<file path="src/rtl/mouse_frame_sampler.sv">
// mouse_frame_sampler: once per frame, at the rising edge of vertical blank,
// waits for the mouse / second-player inputs to hold steady, then commits a
// clamped, coherent snapshot together with one-cycle strobes.
module mouse_frame_sampler #(
  parameter int unsigned STABLE_CYCLES = 2,
  parameter int unsigned TIMEOUT       = 16,
  parameter logic [11:0] Y_MAX         = 12'd668,
  parameter logic [9:0]  Y_MAX_SEC     = 10'd668
) (
  input  logic        clk,
  input  logic        rst,
  input  logic        vblank_in,
  input  logic [11:0] xpos_in,
  input  logic [11:0] ypos_in,
  input  logic [9:0]  ypos_in_sec,
  input  logic        mouse_left_in,
  output logic [11:0] xpos_out,
  output logic [11:0] ypos_out,
  output logic [9:0]  ypos_out_sec,
  output logic        click_pulse,
  output logic        sample_valid,
  output logic        sample_err
);

  typedef enum logic [1:0] {
    ST_IDLE   = 2'd0,
    ST_SETTLE = 2'd1,
    ST_COMMIT = 2'd2,
    ST_ABORT  = 2'd3
  } state_t;

  // Last stable count before commit, and the timer value whose increment
  // reaches TIMEOUT-1 (the abort decision looks at the incremented timer).
  localparam logic [3:0] STABLE_LAST = 4'(STABLE_CYCLES - 1);
  localparam logic [7:0] TIMER_LAST  = 8'(TIMEOUT - 2);

  state_t      state_r;
  logic        vblank_d_r;
  logic [34:0] snap_r;
  logic [3:0]  stable_cnt_r;
  logic [7:0]  timer_r;
  logic        btn_committed_r;

  logic [34:0] inputs_s;
  logic        match_s;
  logic        vblank_edge_s;
  logic [11:0] snap_x_s;
  logic [11:0] snap_y_s;
  logic [9:0]  snap_ysec_s;
  logic        snap_btn_s;
  logic [11:0] y_clamp_s;
  logic [9:0]  ysec_clamp_s;

  // Input bundle, stability compare, vblank edge and clamping of the snapshot
  always_comb begin
    inputs_s      = {xpos_in, ypos_in, ypos_in_sec, mouse_left_in};
    match_s       = (inputs_s == snap_r);
    vblank_edge_s = vblank_in & ~vblank_d_r;
    snap_x_s      = snap_r[34:23];
    snap_y_s      = snap_r[22:11];
    snap_ysec_s   = snap_r[10:1];
    snap_btn_s    = snap_r[0];
    if (snap_y_s > Y_MAX) begin
      y_clamp_s = Y_MAX;
    end else begin
      y_clamp_s = snap_y_s;
    end
    if (snap_ysec_s > Y_MAX_SEC) begin
      ysec_clamp_s = Y_MAX_SEC;
    end else begin
      ysec_clamp_s = snap_ysec_s;
    end
  end

  // Sampling FSM with registered outputs and one-cycle strobes
  always_ff @(posedge clk) begin
    if (rst) begin
      state_r         <= ST_IDLE;
      vblank_d_r      <= 1'b0;
      snap_r          <= 35'd0;
      stable_cnt_r    <= 4'd0;
      timer_r         <= 8'd0;
      btn_committed_r <= 1'b0;
      xpos_out        <= 12'd0;
      ypos_out        <= 12'd0;
      ypos_out_sec    <= 10'd0;
      click_pulse     <= 1'b0;
      sample_valid    <= 1'b0;
      sample_err      <= 1'b0;
    end else begin
      vblank_d_r   <= vblank_in;
      click_pulse  <= 1'b0;
      sample_valid <= 1'b0;
      sample_err   <= 1'b0;
      case (state_r)
        ST_IDLE: begin
          if (vblank_edge_s) begin
            snap_r       <= inputs_s;
            stable_cnt_r <= 4'd0;
            timer_r      <= 8'd0;
            state_r      <= ST_SETTLE;
          end else begin
            state_r <= ST_IDLE;
          end
        end
        ST_SETTLE: begin
          timer_r <= timer_r + 8'd1;
          if (match_s && (stable_cnt_r == STABLE_LAST)) begin
            // A commit in the timeout cycle takes priority over the abort.
            state_r <= ST_COMMIT;
          end else begin
            if (match_s) begin
              stable_cnt_r <= stable_cnt_r + 4'd1;
            end else begin
              snap_r       <= inputs_s;
              stable_cnt_r <= 4'd0;
            end
            if (timer_r == TIMER_LAST) begin
              state_r <= ST_ABORT;
            end else begin
              state_r <= ST_SETTLE;
            end
          end
        end
        ST_COMMIT: begin
          xpos_out        <= snap_x_s;
          ypos_out        <= y_clamp_s;
          ypos_out_sec    <= ysec_clamp_s;
          click_pulse     <= snap_btn_s & ~btn_committed_r;
          btn_committed_r <= snap_btn_s;
          sample_valid    <= 1'b1;
          state_r         <= ST_IDLE;
        end
        ST_ABORT: begin
          sample_err <= 1'b1;
          state_r    <= ST_IDLE;
        end
        default: begin
          state_r <= ST_IDLE;
        end
      endcase
    end
  end

endmodule

</file>
<file path="config.mk">
export PLATFORM = sky130hd
export DESIGN_NAME = mouse_frame_sampler
export DESIGN_NICKNAME = d
export VERILOG_FILES = /design/src/rtl/mouse_frame_sampler.sv
export SDC_FILE = /design/constraint.sdc
export NUM_CORES = 1
export LEC_CHECK = 0
export ABC_AREA = 1
export CAP_MARGIN = 0
export CORE_AREA = 2 2 106 108
export CTS_BUF_LIST = sky130_fd_sc_hd__clkbuf_4
export DETAILED_ROUTE_END_ITERATION = 6
export DIE_AREA = 0 0 108 110
export SLEW_MARGIN = 0
export SYNTH_ARGS = -nofsm -noshare
export SYNTH_HDL_FRONTEND = slang
export SYNTH_SLANG_ARGS = --single-unit
</file>
<file path="constraint.sdc">
create_clock -name clk -period 3.5 [get_ports clk]
set_input_delay 0.7 -clock clk [delete_from_list [all_inputs] [get_ports clk]]
set_output_delay 0.7 -clock clk [all_outputs]
set_load 0.01 [all_outputs]
</file>
==> flow_metrics.tcl <==
set metrics [dict create \
    status "finished clean" \
    fin_nets 703 \
    critical_path_arrival_ps 2930 \
    holdBufCountCts 0 \
    fin_skew_ps 20.5 \
    antenna_found_initial 0 \
    holdCritStartpoint "btn_committed_r" \
    setup_slack_ps 911 \
    synth.avg_cell_area_um2 7.16 \
    fp.dieH_um 110 \
    synthCells 599 \
    max_cap_violations 0 \
    place.gp.congestion 0.828 \
    dp_hpwl_um 7590 \
    crit_type "in2reg" \
    irDropWorstVdd_uv 151 \
    io_pins 75 \
    core_mm2 0.0107 \
    area_growth_pct 20.6 \
    ys_warn_count 0 \
    hold_slack_ps 436 \
    p_seq_frac 0.544 \
    synth_common_cells "nand2_1, dfxtp_1, nor2_1" \
    gr-usage-all-layers 0.188 \
    dp_slack_ps 434 \
    yosysUniqueCellTypes 34 \
    p_total_mw 2.04 \
    drtPass1Iterations 4 \
    yosysMostFrequentCell "nand2_1" \
    crit_required_ps 3840 \
    place_area_mm2 0.00505 \
    max_freq_ghz 0.386 \
    cts-buffers-inserted 9 \
    post_drt_wl_per_cell_um 13.3 \
    ctsHtreeMaxLevel 3 \
    detailroute.via_count 3859 \
    synthTopCellsByArea "dfxtp_1, nand2_1, a21oi_1" \
    endpoint_kind "flip-flop" \
    grt_start_max_net_pins 71 \
    yosys_register_bits 88 \
    r2r_end "snap_r[18]" \
    dieArea_mm2 0.0119 \
    rsz0062_at_grt "false" \
    r2r_setup_slack_ps 1260 \
    initial_core_util 0.401 \
    insertion_delay_ps 440 \
    synth_edf_count 0 \
    fin_crit_sh 0.740 \
    grt.overflow.total 0 \
    port_buffers 74 \
    insertedDiodeCount 0 \
    final_core_util 0.484 \
    rr_startpoint "snap_r[7]" \
    reg2reg_depth 10 \
    whs_endpoint "click_pulse" \
    async_flop_share 0 \
    p_int_mw 1.43 \
    cts_setup_buffers 0 \
    cts_buffer_depth 2 \
    dp.cells 790 \
    finalSetupTns_ps 0 \
    ctsResizeCount 0 \
    final-max-slew-violation-count 0 \
    clk_pin_slew_ps 140 \
    cts.sinks 88 \
    drc 0 \
    power_leakage_nw 2.27 \
    cp_max_fo 70 \
    ant_nets 0 \
    grt_pass1_wl_um 17500 \
    worst_pin_slew_ps 792 \
    swShare 0.301 \
    synthFlopType "dfxtp_1" \
    viasPerCell 4.79 \
    synth-seq-area-share 0.411 \
    period_minus_slack_ps 2590 \
    powerDensity_mw_per_mm2 395 \
    wirelength_um 10700 \
    drt_iter0_drc 139 \
    drive_gt1_frac 0.0616 \
    syn-cell-area_mm2 0.00429 \
    yosys.area.top_type "dfxtp_1" \
    start_kind "primary input" \
    n_fill_cell 1076 \
    power.switching_mw 0.616 \
    grt_pass1_vias 3649 \
    die_w_um 108 \
    clockPowerShare 0.273 \
    clock_tree.root_cell "clkbuf_4" \
    final_cells 806 \
    cts_tree "built" \
    syn-num-nets 641 \
    rows 38 \
    synth_top_area_frac 0.411 \
    fin_area_mm2 0.00517 \
    min_path_cells 1 \
    hold_class "reg2reg" \
    slew_headroom 0.472 \
    hold_viol_final 0 \
    finalSetupViolCount 0 \
    power_frac_comb 0.183 \
]
==> routing by layer <==
metal | routed length [um] | GRT usage | part of all wire
met1 | 4810 | 0.238 | 0.45
met2 | 5210 | 0.328 | 0.49
met3 | 514 | 0.0288 | 0.048
met4 | 145 | 0.0641 | 0.014
met5 | 0 | 0 | 0
==> flip-flops by register name, summed over array words and instances, names as in the netlist <==
signal,count
snap_r,35
timer_r,8
ypos_out,12
sample_valid,1
ypos_out_sec,10
xpos_out,12
state_r,2
sample_err,1
btn_committed_r,1
click_pulse,1
stable_cnt_r,4
vblank_d_r,1
==> critical path: stages <==
cell             delay (ps)
clkdlybuf4s50_1         450
xnor2_1                 300
nand2_1                  80
nor2_1                  120
nand2_1                  70
nor2_2                  150
nand4_2                 110
nand2_2                 120
nand2_4                 420
a21oi_1                 310
nor2_1                   80
==> kinds of logic (layout without fill, tap and decap cells) <==
kind of cell / after synthesis / in the layout / synth area share
and+or+nand+nor: 278 / 278 / 0.287
AOI/OAI and AO/OA: 104 / 104 / 0.125
buffers and inverters: 102 / 169 / 0.118
DFF: 88 / 88 / 0.411
xor gates and xnor gates: 23 / 23 / 0.0470
adders and majority gates: 4 / 4 / 0.0117
==> placed cells by master, fill, tap and decap left out, types with 2 or more instances in the layout <==
master           instances
nand2_1                126
dfxtp_1                 88
nor2_1                  82
clkdlybuf4s50_1         74
inv_1                   69
a21oi_1                 64
nand3_1                 37
o21ai_0                 31
xnor2_1                 14
nand3_2                 11
clkbuf_4                10
xor2_1                   9
nor3_1                   6
clkinv_1                 5
nor3b_1                  5
buf_4                    5
a31oi_1                  4
ha_1                     4
nor2_2                   3
inv_2                    2
nand4_1                  2
nand4_2                  2
buf_12                   2
==> how the worst max path moves through the flow <==
| stage | from | endpoint | slack [ps] |
|---|---|---|---|
| finish | ypos_in_sec[6] | snap_r[18] | 910 |
| global route | ypos_in_sec[1] | snap_r[13] | 680 |
| CTS | ypos_in_sec[6] | snap_r[18] | 930 |
| detailed placement | ypos_in_sec[6] | snap_r[18] | 430 |
| global placement | ypos_in_sec[6] | snap_r[13] | 470 |
| floorplan | ypos_in_sec[4] | snap_r[10] | 1580 |
==> cell type report <==
class,instances,area (um2),area share
Multi-Input combinational cell,409,2020,0.391
Sequential cell,88,1760,0.340
Timing Repair Buffer,81,818,0.158
Inverter,72,270,0.0522
Tap cell,140,175,0.0338
Clock buffer,10,75.1,0.0145
Clock inverter,6,50.0,0.00967
==> power by group through the flow <==
stage / registers, mW / clock network [mW] / logic, mW
2_1_floorplan: 1.12 / 0 / 0.283
3_3_place_gp: 1.13 / 0 / 0.365
3_5_place_dp: 1.13 / 0 / 0.374
4_1_cts: 1.11 / 0.575 / 0.376
5_1_grt: 1.12 / 0.611 / 0.423
6_report: 1.11 / 0.559 / 0.374
Power figures use the tool's default switching activity.
